### src/rtl/ntsc_composite_timing.sv
// NTSC-style composite timing generator: dot divider, raster counters with odd-frame dot skip,
// and a composite sample path whose region/pixel decisions are latched once per dot.
module ntsc_composite_timing #(
    parameter int CLK_DIV      = 4,
    parameter int H_TOTAL      = 341,
    parameter int V_TOTAL      = 262,
    parameter int H_ACTIVE     = 256,
    parameter int V_ACTIVE     = 240,
    parameter int HS_START     = 280,
    parameter int HS_LEN       = 25,
    parameter int VS_START     = 245,
    parameter int VS_LEN       = 3,
    parameter int BURST_START  = 309,
    parameter int BURST_LEN    = 14,
    parameter int VBL_LINE     = 241,
    parameter int SKIP_ODD_DOT = 1,
    parameter int OUT_W        = 8,
    parameter int BLANK_LVL    = 46,
    parameter int BURST_AMP    = 46,
    parameter int LUMA_LO0     = 36,
    parameter int LUMA_LO1     = 60,
    parameter int LUMA_LO2     = 100,
    parameter int LUMA_LO3     = 140,
    parameter int LUMA_HI0     = 80,
    parameter int LUMA_HI1     = 120,
    parameter int LUMA_HI2     = 160,
    parameter int LUMA_HI3     = 200
) (
    input  logic             CLK,
    input  logic             RST,
    input  logic             render_en,
    input  logic [5:0]       pix_in,
    output logic             dot_en,
    output logic [8:0]       x_pos,
    output logic [8:0]       y_pos,
    output logic             active,
    output logic             odd_frame,
    output logic [7:0]       frame_cnt,
    output logic             vbl_pulse,
    output logic [OUT_W-1:0] VOUT
);

    localparam int DW      = (CLK_DIV > 1) ? $clog2(CLK_DIV) : 1;
    localparam int LVL_MAX = (1 << OUT_W) - 1;

    function automatic int clampv(input int v);
        if (v < 0) return 0;
        if (v > LVL_MAX) return LVL_MAX;
        return v;
    endfunction

    localparam logic [DW-1:0]    DIV_LAST   = DW'(CLK_DIV - 1);
    localparam logic [8:0]       X_LAST     = 9'(H_TOTAL - 1);
    localparam logic [8:0]       X_SKIP     = 9'(H_TOTAL - 2);
    localparam logic [8:0]       Y_LAST     = 9'(V_TOTAL - 1);
    localparam logic [8:0]       H_ACT9     = 9'(H_ACTIVE);
    localparam logic [8:0]       V_ACT9     = 9'(V_ACTIVE);
    localparam logic [8:0]       VBL9       = 9'(VBL_LINE);
    localparam logic [OUT_W-1:0] BLANK_V    = OUT_W'(clampv(BLANK_LVL));
    localparam logic [OUT_W-1:0] BURST_HI_V = OUT_W'(clampv(BLANK_LVL + BURST_AMP / 2));
    localparam logic [OUT_W-1:0] BURST_LO_V = OUT_W'(clampv(BLANK_LVL - BURST_AMP / 2));
    localparam logic [OUT_W-1:0] LO0_V      = OUT_W'(clampv(LUMA_LO0));
    localparam logic [OUT_W-1:0] LO1_V      = OUT_W'(clampv(LUMA_LO1));
    localparam logic [OUT_W-1:0] LO2_V      = OUT_W'(clampv(LUMA_LO2));
    localparam logic [OUT_W-1:0] LO3_V      = OUT_W'(clampv(LUMA_LO3));
    localparam logic [OUT_W-1:0] HI0_V      = OUT_W'(clampv(LUMA_HI0));
    localparam logic [OUT_W-1:0] HI1_V      = OUT_W'(clampv(LUMA_HI1));
    localparam logic [OUT_W-1:0] HI2_V      = OUT_W'(clampv(LUMA_HI2));
    localparam logic [OUT_W-1:0] HI3_V      = OUT_W'(clampv(LUMA_HI3));

    // Window membership with wrap-around past the end of the line/frame.
    function automatic logic in_win(input logic [8:0] pos, input int start, input int len,
                                    input int total);
        int d;
        d = int'(pos) + total - start;
        if (d >= total) d = d - total;
        return (d < len);
    endfunction

    function automatic logic [OUT_W-1:0] luma_hi(input logic [1:0] lg);
        case (lg)
            2'd0:    return HI0_V;
            2'd1:    return HI1_V;
            2'd2:    return HI2_V;
            default: return HI3_V;
        endcase
    endfunction

    function automatic logic [OUT_W-1:0] luma_lo(input logic [1:0] lg);
        case (lg)
            2'd0:    return LO0_V;
            2'd1:    return LO1_V;
            2'd2:    return LO2_V;
            default: return LO3_V;
        endcase
    endfunction

    function automatic logic [OUT_W-1:0] level(input logic sync, input logic burst,
                                               input logic act, input logic [5:0] pix,
                                               input logic [3:0] phase);
        logic [3:0] hue;
        logic [1:0] lg;
        int         d;
        hue = pix[3:0];
        lg  = pix[5:4];
        d   = int'(phase) + 12 - int'(hue);
        if (d >= 12) d = d - 12;
        if (sync)               level = '0;
        else if (burst)         level = (phase < 4'd6) ? BURST_HI_V : BURST_LO_V;
        else if (!act)          level = BLANK_V;
        else if (hue == 4'd0)   level = luma_hi(lg);
        else if (hue == 4'd13)  level = luma_lo(lg);
        else if (hue >= 4'd14)  level = BLANK_V;
        else                    level = (d < 6) ? luma_hi(lg) : luma_lo(lg);
    endfunction

    logic [DW-1:0] div_cnt;
    logic [3:0]    ph, ph_nxt;
    logic [8:0]    x_nxt, y_nxt;
    logic          frame_wrap, skip_dot;
    logic          hs_now, vs_now, burst_now;
    logic          sync_q, burst_q, act_q;
    logic [5:0]    pix_q;
    logic          sync_s, burst_s, act_s;
    logic [5:0]    pix_s;

    assign dot_en    = (div_cnt == '0);
    assign ph_nxt    = (ph == 4'd11) ? 4'd0 : ph + 4'd1;
    assign active    = (x_pos < H_ACT9) && (y_pos < V_ACT9);
    assign vbl_pulse = dot_en && (x_pos == 9'd1) && (y_pos == VBL9);
    assign skip_dot  = (SKIP_ODD_DOT != 0) && render_en && odd_frame &&
                       (x_pos == X_SKIP) && (y_pos == Y_LAST);
    assign hs_now    = in_win(x_pos, HS_START, HS_LEN, H_TOTAL);
    assign vs_now    = in_win(y_pos, VS_START, VS_LEN, V_TOTAL);
    assign burst_now = in_win(x_pos, BURST_START, BURST_LEN, H_TOTAL);

    always_ff @(posedge CLK or posedge RST) begin
        if (RST) begin
            div_cnt <= '0;
            ph      <= '0;
        end else begin
            div_cnt <= (div_cnt == DIV_LAST) ? '0 : div_cnt + 1'b1;
            ph      <= ph_nxt;
        end
    end

    always_comb begin
        x_nxt      = x_pos;
        y_nxt      = y_pos;
        frame_wrap = 1'b0;
        if (dot_en) begin
            if (skip_dot) begin
                x_nxt      = '0;
                y_nxt      = '0;
                frame_wrap = 1'b1;
            end else if (x_pos == X_LAST) begin
                x_nxt = '0;
                if (y_pos == Y_LAST) begin
                    y_nxt      = '0;
                    frame_wrap = 1'b1;
                end else begin
                    y_nxt = y_pos + 9'd1;
                end
            end else begin
                x_nxt = x_pos + 9'd1;
            end
        end
    end

    always_ff @(posedge CLK or posedge RST) begin
        if (RST) begin
            x_pos     <= '0;
            y_pos     <= '0;
            odd_frame <= 1'b0;
            frame_cnt <= '0;
        end else begin
            x_pos <= x_nxt;
            y_pos <= y_nxt;
            if (frame_wrap) begin
                odd_frame <= ~odd_frame;
                frame_cnt <= frame_cnt + 8'd1;
            end
        end
    end

    // On the dot edge the live decisions are used so the sample appears one CLK later;
    // for the rest of the dot the latched copies hold it while chroma follows the phase.
    assign sync_s  = dot_en ? (hs_now | vs_now) : sync_q;
    assign burst_s = dot_en ? (burst_now & ~vs_now) : burst_q;
    assign act_s   = dot_en ? active : act_q;
    assign pix_s   = dot_en ? pix_in : pix_q;

    always_ff @(posedge CLK or posedge RST) begin
        if (RST) begin
            sync_q  <= 1'b0;
            burst_q <= 1'b0;
            act_q   <= 1'b0;
            pix_q   <= '0;
            VOUT    <= '0;
        end else begin
            if (dot_en) begin
                sync_q  <= sync_s;
                burst_q <= burst_s;
                act_q   <= act_s;
                pix_q   <= pix_s;
            end
            // Evaluated against the phase that is current while this sample is on VOUT.
            VOUT <= level(sync_s, burst_s, act_s, pix_s, ph_nxt);
        end
    end

endmodule
### config.mk
export PLATFORM = sky130hd
export DESIGN_NAME = ntsc_composite_timing
export DESIGN_NICKNAME = d
export VERILOG_FILES = /design/src/rtl/ntsc_composite_timing.sv
export SDC_FILE = /design/constraint.sdc
export NUM_CORES = 1
export LEC_CHECK = 0
export BUFFER_PORTS_ARGS = -buffer_cell sky130_fd_sc_hd__buf_2
export CORE_AREA = 3 3 100 102
export DETAILED_ROUTE_END_ITERATION = 10
export DIE_AREA = 0 0 103 105
export PLACE_DENSITY = 0.74
export RECOVER_POWER = 25
export SLEW_MARGIN = 15
export SYNTH_ARGS = -nofsm -noshare
export SYNTH_HDL_FRONTEND = slang
export SYNTH_SLANG_ARGS = --single-unit
export TNS_END_PERCENT = 100
### constraint.sdc
create_clock -name CLK -period 5.79 [get_ports CLK]
set_clock_uncertainty 0.15 [all_clocks]
set_input_delay 0.2895 -clock CLK [delete_from_list [all_inputs] [get_ports CLK]]
set_output_delay 0.2895 -clock CLK [all_outputs]
set_load 0.03 [all_outputs]
; Word-level counts from Yosys, hierarchy flattened
; Index checks and enable logic that the tools add are counted.
[word_totals]
wordCells = 93
input_bits = 9
out_inout_bits = 38
ff_bits = 50
[op_classes]
muxes = 29
magnitude_cmp = 12
addsub = 16
n_bitwise = 4
reduce_logical = 11
eq_ne = 10
[ops]
columns = cell, n
row1 = two-way mux 32 bit, 4
row2 = subtractor 32 x 10 -> 32 bit (second input constant), 2
row3 = two-way mux 8 bit, 7
row4 = case mux 8 bit (3 select lines), 2
row5 = two-way mux 9 bit, 5
row6 = greater-or-equal comparator 32 x 10 -> 1 bit (second input constant), 1
row7 = < comparator 32 x 3 -> 1 bit (second input constant), 1
row8 = < comparator 32 x 4 -> 1 bit (second input constant), 1
row9 = < comparator 32 x 5 -> 1 bit (second input constant), 1
row10 = < comparator 32 x 6 -> 1 bit (second input constant), 1
row11 = == test 9 bit (second input constant), 3
row12 = subtractor 11 x 10 -> 12 bit (second input constant), 2
row13 = greater-or-equal comparator 11 x 10 -> 1 bit (second input constant), 2
row14 = adder 9 x 9 -> 10 bit (second input constant), 2
row15 = adder 9 x 1 -> 9 bit (second input constant), 2
row16 = subtractor 10 x 8 -> 11 bit (second input constant), 1
row17 = subtractor 10 x 9 -> 11 bit (second input constant), 1
row18 = == test 9 x 1 -> 1 bit (second input constant), 1
row19 = == test 9 x 8 -> 1 bit (second input constant), 1
row20 = < comparator 9 x 8 -> 1 bit (second input constant), 1
row21 = < comparator 9 bit (second input constant), 1
row22 = adder 8 x 1 -> 8 bit (second input constant), 1
row23 = == test 4 bit (second input constant), 2
row24 = two-way mux 1 bit, 7
row25 = 22 further kinds, 30

; Depth between registers and ports, before layout
; Gate-level depths: netlist of the first run.
[logic_depth]
word_depth = 14
depth_mapped = 20
depth_no_buf = 20

; Worst setup path before layout of the first run
; OpenSTA, ideal clock, no wires.
[synth_timing]
path_type = register to register
from = register div_cnt[0]
to = register VOUT[4]
required_ns = 5.561
synth_period_minus_slack_ns = 4.534
n_path_buf = 1
slack_ns = 1.256
arrival_ns = 4.305
stages_incl_launch_ff = 19
cell_sequence = dfrtp_1 inv_1 ha_1 buf_1 mux2_2 ha_1 fa_1 xnor2_1 ha_1 inv_1 o211ai_1 o21ai_0 o21ai_0 a32o_1 o21ba_2 a211oi_1 a22oi_1 or3_1 mux2i_1
[synth_between]
elab_chain_len = 13
word_cells_on_any_way = 25
classes_between = add/sub (2) / order compare (3) / eq/ne (3) / mux (14) / reduce/logical (3)
[synth_lines]
columns = item, line
row1 = from (decl), 117  ; logic [DW-1:0] div_cnt;
row2 = from (signal assigned), 142  ; div_cnt <= (div_cnt == DIV_LAST) ? '0 : div_cnt + 1'b1;
row3 = zero test 2 bit (*), 127  ; assign dot_en = (div_cnt == '0);
row4 = net dot_en, 33  ; output logic dot_en,
row5 = two-way mux 6 bit (*), 191  ; assign pix_s = dot_en ? pix_in : pix_q;
row6 = net pix_s[2], 125  ; logic [5:0] pix_s;
row7 = subtractor 5 x 4 -> 6 bit, 106  ; d = int'(phase) + 12 - int'(hue);
row8 = subtractor 6 x 5 -> 7 bit or greater-or-equal comparator 6 x 5 -> 1 bit (tied branches), 107  ; if (d >= 12) d = d - 12;
row9 = two-way mux 32 bit, 107
row10 = < comparator 32 x 4 -> 1 bit, 114  ; else level = (d < 6) ? luma_hi(lg) : luma_lo(lg);
row11 = two-way mux 8 bit, 114
row12 = two-way mux 8 bit, 113  ; else if (hue >= 4'd14) level = BLANK_V;
row13 = two-way mux 8 bit, 112  ; else if (hue == 4'd13) level = luma_lo(lg);
row14 = two-way mux 8 bit (*), 111  ; else if (hue == 4'd0) level = luma_hi(lg);
row15 = two-way mux 8 bit (*), 110  ; else if (!act) level = BLANK_V;
row16 = two-way mux 8 bit (*), 109  ; else if (burst) level = (phase < 4'd6) ? BURST_HI_V : BURST_LO_V;
row17 = two-way mux 8 bit (*), 108  ; if (sync) level = '0;
row18 = to (signal assigned), 208  ; VOUT <= level(sync_s, burst_s, act_s, pix_s, ph_nxt);
row19 = to (decl), 40  ; output logic [OUT_W-1:0] VOUT
; The timed path passes the listed nets; every way through them passes the cells marked *.
; A chain may end at the register's enable or synchronous reset.

; Worst setup path after layout of the first run
[layout_timing]
from = register x_pos[3]
to = register VOUT[7]
[layout_between]
elab_chain_len = 9
word_cells_on_any_way = 21
classes_between = add/sub (5) / order compare (5) / mux (8) / bitwise (2) / reduce/logical (1)
[layout_lines]
columns = item, line
row1 = from (decl), 34  ; output logic [8:0] x_pos,
row2 = from (signal assigned), 177  ; x_pos <= x_nxt;
row3 = "parallel branches: the longest is 8 deep, another holds subtractor 32 x 10 -> 32 bit", -
row4 = two-way mux 8 bit (*), 108
; Mark *: on every way between the ends.

==> run summary, run 1 <==
CP peak stage delay - 0.73 ns
site row count - 35
clk_lat worst skew - 0.30 ns
largest net degree at the start of global routing - 34
commonest non-fill, non-tap cell in the layout - dfrtp_1
vias in the first global route - 4363
crit path cell chain - clkinv_1, xnor2_1, inv_1, ha_1, a31oi_2, o21ai_0, a21oi_1, a21oi_2, xnor2_1, a31o_2, a21oi_1, mux2_4, a311oi_4, inv_4, a2111oi_4
sequential share of power - 48.7%
Core Area - 9200 µm²
Seq/Total Area, Yosys - 24.9%
met1 usage - 33.1%
first-pass GRT wire length - 21100 µm
status - finished, final reports clean
gp weighted congestion - 1.03
CTS tree - built
nets - 665
area of the die - 10800 µm²
Clk pin slew, worst setup/hold paths - 0.09 ns
drt total wl - 12700 µm
total number of yosys warnings - 0
synthesized instance count - 597
CP top delay family - compound AO/OA/AOI/OAI gates
critical-path maximum fanout - 18
Comb pwr share - 12.6%
Async S/R FF share, synth - 100%
post-synthesis cell area - 5030 µm²
Least-Margin Pin Slew - 0.711 ns
Buffers & Inverters on Critical Path - 3
crit path DAT - 5.13 ns
Rel. slew slack - 52.4%
Num Clock Sinks - 50
switching share of power - 23.7%
met3 GRT Util - 3.54%
vias - 4616
Final Util - 58.8%
Final Cycle Share - 87.7%
Initial DRC Count - 384
Psw - 176 µW
Mean Syn Cell Area - 8.43 µm²
minimum clock period - 5.08 ns
Worst path slowest cell - dfrtp_1
synth unique cells - 91
First-pass DRT Iterations - 5
Clock Tree Root - clkbuf_8
Seq cells post-synth - 50
Residual DRC - 0
endpoints failing setup - 0
Final HPWL DP - 9620 µm
Synth top area share - 24.9%
Area Overhead vs Synth - 7.59%
setup TNS - 0 ns
cts bufs inserted - 5
largest area contributor in the netlist - dfrtp_1
drt via density - 6.28
antenna violations before repair - 0
Peak VDD IR - 123 µV
commonest non-fill, non-tap cells in the layout - dfrtp_1, nor2_1, nand2_1, inv_1, buf_2
Syn Nets - 639
max_cap viols - 0
post-cts resize count - 0
Max Clk Rate - 197 MHz
Max Transition Viols Final - 0
Starting Density - 54.7%
Storage cell area - 1250 µm²
# diodes - 0
Fillers - 820
io pins - 47
Worst Hold Class - input pin to register
DRT antenna net count - 0
Cell Area, Placed - 5280 µm²
fin area - 5410 µm²
crit path kind - register to register
Pleak - 2.32 nW
Congestion Overflow GR - 0
Final Hold Vio Count - 0
unrepaired setup endpoints after global routing - false
clock network power share - 38.6%
layout cell share with drive strength beyond 1 - 15.1%
WL/cell - 17.3 µm
Die Width - 103 µm
maximum root-to-sink buffer count - 2
Worst setup SP type - register
top cells by area, synth - dfrtp_1, ha_1, xnor2_1
GRT busiest layer - met2
GR Util All Layers - 23.6%
Pint - 567 µW
GR Util met2 - 38.4%
H-tree levels - 2
IO buf count - 46
critical path data required time - 5.84 ns
overall power - 743 µW
Die Height - 105 µm
P per Cell Area - 137 nW/µm²
Post-synth top flop - dfrtp_1
CP endpoint kind - register
number of synthesized flops with an enable pin - 0
area of the multi-input gates - 3460 µm²
-- Yosys cell counts (7+ instances only) --
master and n:
a21oi_1 29, clkbuf_1 13, o21ai_0 26, mux2i_1 9, mux2_2 11, xor2_1 12, inv_1 37, ha_1 32
nor3_1 25, and3_1 8, xnor2_1 32, dfrtp_1 50, nor2b_1 8, nor2_1 49, o211ai_1 8, nand4_1 10
a21o_1 7, buf_2 13, nand3_1 20, nand2b_1 7, nand2_1 47, a31oi_1 8
-- flip-flops by register name (all words and copies together) (netlist names) --
| signal | flops |
|---|---|
| pix_q | 6 |
| act_q | 1 |
| x_pos | 9 |
| y_pos | 9 |
| odd_frame | 1 |
| VOUT | 8 |
| burst_q | 1 |
| div_cnt | 2 |
| sync_q | 1 |
| ph | 4 |
| frame_cnt | 8 |
-- path summary, 6_finish.rpt --
check	from	end	slack (ns)	cells past startpoint
worst max-delay path	x_pos[3]	VOUT[7]	0.71	15
worst min-delay path	pix_in[0]	pix_q[0]	0.08	2
worst max register to register	x_pos[3]	VOUT[7]	0.71	15
worst min register to register	div_cnt[0]	div_cnt[0]	0.31	1
max in group asynchronous	RST	x_pos[3]	4.19	4
min in group asynchronous	RST	div_cnt[0]	0.45	3
-- power groups by stage --
stage | sequential (mW) | clock (mW) | combinational, mW
floorplan | 0.383 | 0 | 0.0563
global placement | 0.369 | 0 | 0.0922
detailed placement | 0.368 | 0 | 0.0957
CTS | 0.362 | 0.294 | 0.0972
global route | 0.363 | 0.308 | 0.106
finish | 0.362 | 0.287 | 0.0940
-- area by class of cell --
class	instances	share of cell area, %
Clock buffer	5	1.27
Clock inverter	3	1.27
Inverter	39	2.75
Multi-Input combinational cell	474	64.0
Sequential cell	50	23.1
Tap cell	111	2.57
Timing Repair Buffer	53	5.02
-- worst reg2reg max path: cells and delay by family (launching register included) --
family | cells | cell delay [ns]
compound gates | 8 | 2.18
xor+xnor | 2 | 0.61
fa+ha+maj | 1 | 0.39
buf+inv | 3 | 0.59
flops | 1 | 0.73
mux | 1 | 0.33
-- timing repair --
item                                    CTS  global route
buffers inserted                          0             0
endpoints found under the setup margin    0             0
hold endpoints to repair                 17             0
hold buffers                              1             0
-- cell families (layout without fill, tap and decap cells) --
kind of cell               after synthesis  in the layout  synth area share, %
and+or+nand+nor                        212            212                 21.8
AOI/OAI and AO/OA                      157            157                 23.9
buffers and inverters                   73            100                 6.27
adders and majority gates               33             33                 8.36
xor gates and xnor gates                50             50                 9.95
DFF                                     50             50                 24.9
muxes                                   22             22                 4.85
-- routing by layer --
| layer | wire length [µm] | up-vias |
|---|---|---|
| met1 | 5590 | 2200 |
| met2 | 6000 | 180 |
| met5 | 0 | - |
| met3 | 951 | 16 |
| met4 | 148 | 0 |
| li1 | - | 2220 |
-- per-stage QoR --
step / worst slack [ns] / instances / hold WS (ns)
floorplan: 1.26 / 597 / 0.278
global placement: 0.949 / 726 / 0.128
detailed placement: 0.826 / 726 / 0.132
CTS: 0.782 / 735 / 0.0691
global route: 0.427 / 735 / 0.0795
finish: 0.710 / 735 / 0.0793
Power figures use the tool's default switching activity.
==> run 2: changes to the inputs <==
--- a/config.mk
+++ b/config.mk
@@ -9,7 +9,7 @@
 export CORE_AREA = 3 3 100 102
 export DETAILED_ROUTE_END_ITERATION = 10
 export DIE_AREA = 0 0 103 105
-export PLACE_DENSITY = 0.74
+export PLACE_DENSITY = 0.84
 export RECOVER_POWER = 25
 export SLEW_MARGIN = 15
 export SYNTH_ARGS = -nofsm -noshare
==> run 2 against run 1 <==
The flow now finishes with violations (max-capacitance violations, max-slew violations). Total power down 3.5%. Combinational power up 3.6%. Non-clock buffer count up 2. Final area up 0.12%. Final cell count up 0.27%. Clock power down 10%. Sequential cell count unchanged. First-iteration DRC count up 1.6%. Critical path type unchanged. Highest routed layer unchanged.
==> run summary, run 2 (synthesis results as in run 1) <==
status - finished, violations left
failing checks - max-capacitance violations, max-slew violations
CTS tree - built
CP top delay family - compound AO/OA/AOI/OAI gates
worst hold stages - 2
worst r2r src - x_pos[0]
Min-Delay Endpoint - pix_q[3]
critical path depth in cells - 15
Critical R2R Capture - VOUT[7]
P per Cell Area - 132 nW/µm²
fin area - 5420 µm²
Clk pin slew, worst setup/hold paths - 0.10 ns
Cell Area, Placed - 5300 µm²
Pleak - 2.36 nW
Final Cycle Share - 83.8%
Setup crit start - x_pos[0]
max_cap viols - 1
site row count - 35
First-pass DRT Iterations - 5
drt via density - 6.32
largest net degree at the start of global routing - 51
Clock Tree Root - clkbuf_8
Core Area - 9200 µm²
Storage cell area - 1250 µm²
Final Hold Vio Count - 0
Fillers - 796
Worst Hold Launch - pix_in[3]
maximum root-to-sink buffer count - 2
CP endpoint kind - register
DRT antenna net count - 0
Die Height - 105 µm
commonest non-fill, non-tap cells in the layout - dfrtp_1, nor2_1, nand2_1, buf_2, inv_1
Num Clock Sinks - 50
GR Util All Layers - 24.9%
CP peak stage delay - 0.59 ns
Worst setup SP type - register
Die Width - 103 µm
critical-path maximum fanout - 13
cts hold-fix bufs - 0
Peak VDD IR - 129 µV
minimum clock period - 4.85 ns
Congestion Overflow GR - 0
Area Overhead vs Synth - 7.71%
drt total wl - 13200 µm
Buffers & Inverters on Critical Path - 1
Rel. slew slack - -25.4%
crit path cell chain - ha_1, o21ai_0, xnor2_1, ha_1, a31o_1, a31oi_1, a21oi_1, a21oi_2, xnor2_1, a31o_2, a21oi_1, mux2_4, a311oi_4, inv_4, a2111oi_4
post-cts resize count - 0
vias in the first global route - 4504
first-pass GRT wire length - 22100 µm
# diodes - 0
Least-Margin Pin Slew - 1.88 ns
unrepaired setup endpoints after global routing - false
WL/cell - 18.0 µm
worst hold slack - 0.0767 ns
nets - 667
Worst Hold Class - input pin to register
io pins - 47
area of the multi-input gates - 3460 µm²
reg2reg path depth - 15
crit path DAT - 4.91 ns
Worst path slowest cell - ha_1
critical path data required time - 5.85 ns
Final HPWL DP - 10000 µm
Final Util - 58.9%
antenna violations before repair - 0
Starting Density - 54.7%
H-tree levels - 2
cts bufs inserted - 5
Post-Place Setup Slack - 1.02 ns
crit path kind - register to register
post-route setup slack - 0.939 ns
layout cell share with drive strength beyond 1 - 17.4%
Initial DRC Count - 390
setup TNS - 0 ns
clk_lat worst skew - 0.31 ns
endpoints failing setup - 0
Max Transition Viols Final - 51
Max Clk Rate - 206 MHz
Residual DRC - 0
Top Registers - x_pos x9, y_pos x9
gp weighted congestion - 0.985
vias - 4656
worst reg-to-reg setup slack - 0.94 ns
IO buf count - 46
commonest non-fill, non-tap cell in the layout - dfrtp_1
area of the die - 10800 µm²
# Post-CTS Setup Buffers - 0
run 2: stage by stage:
stage | cells | total power, mW
finish | 737 | 0.717
global route | 737 | 0.746
CTS | 737 | 0.722
detailed placement | 729 | 0.466
global placement | 729 | 0.460
floorplan | 597 | 0.439
run 2: where the power goes:
part	switching (mW)	internal, mW	total [mW]
sequential	0.00406	0.358	0.363
combinational	0.0601	0.0373	0.0974
clock	0.126	0.132	0.258
total	0.190	0.527	0.717
run 2: worst max path at each step:
| stage | to | slack, ns |
|---|---|---|
| floorplan | VOUT[4] | 1.26 |
| global placement | VOUT[7] | 1.19 |
| detailed placement | VOUT[7] | 1.02 |
| CTS | VOUT[7] | 0.99 |
| global route | VOUT[7] | 0.60 |
| finish | VOUT[7] | 0.94 |
run 2: area by class of cell:
cell class	instances	area share (%)
multi-input cells	474	63.9
flip-flops and latches	50	23.1
repair buffers	55	5.50
inverters	39	2.75
well taps	111	2.56
clock buffers	5	1.27
clock inverters	3	0.901
run 2: metal layers:
metal	up-vias	routed length [µm]	global-route usage, %
met1	2216	5530	33.7
li1	2230	-	-
met2	184	6440	41.1
met3	26	1020	3.94
met5	-	0	0
met4	0	244	6.38
run 2: worst reg2reg max path, stage by stage, from the launching register on:
cell	delay, ns
dfrtp_1	0.55
ha_1	0.29
o21ai_0	0.29
xnor2_1	0.26
ha_1	0.59
a31o_1	0.37
a31oi_1	0.13
a21oi_1	0.20
a21oi_2	0.07
xnor2_1	0.19
a31o_2	0.25
a21oi_1	0.19
mux2_4	0.33
a311oi_4	0.50
inv_4	0.09
a2111oi_4	0.32
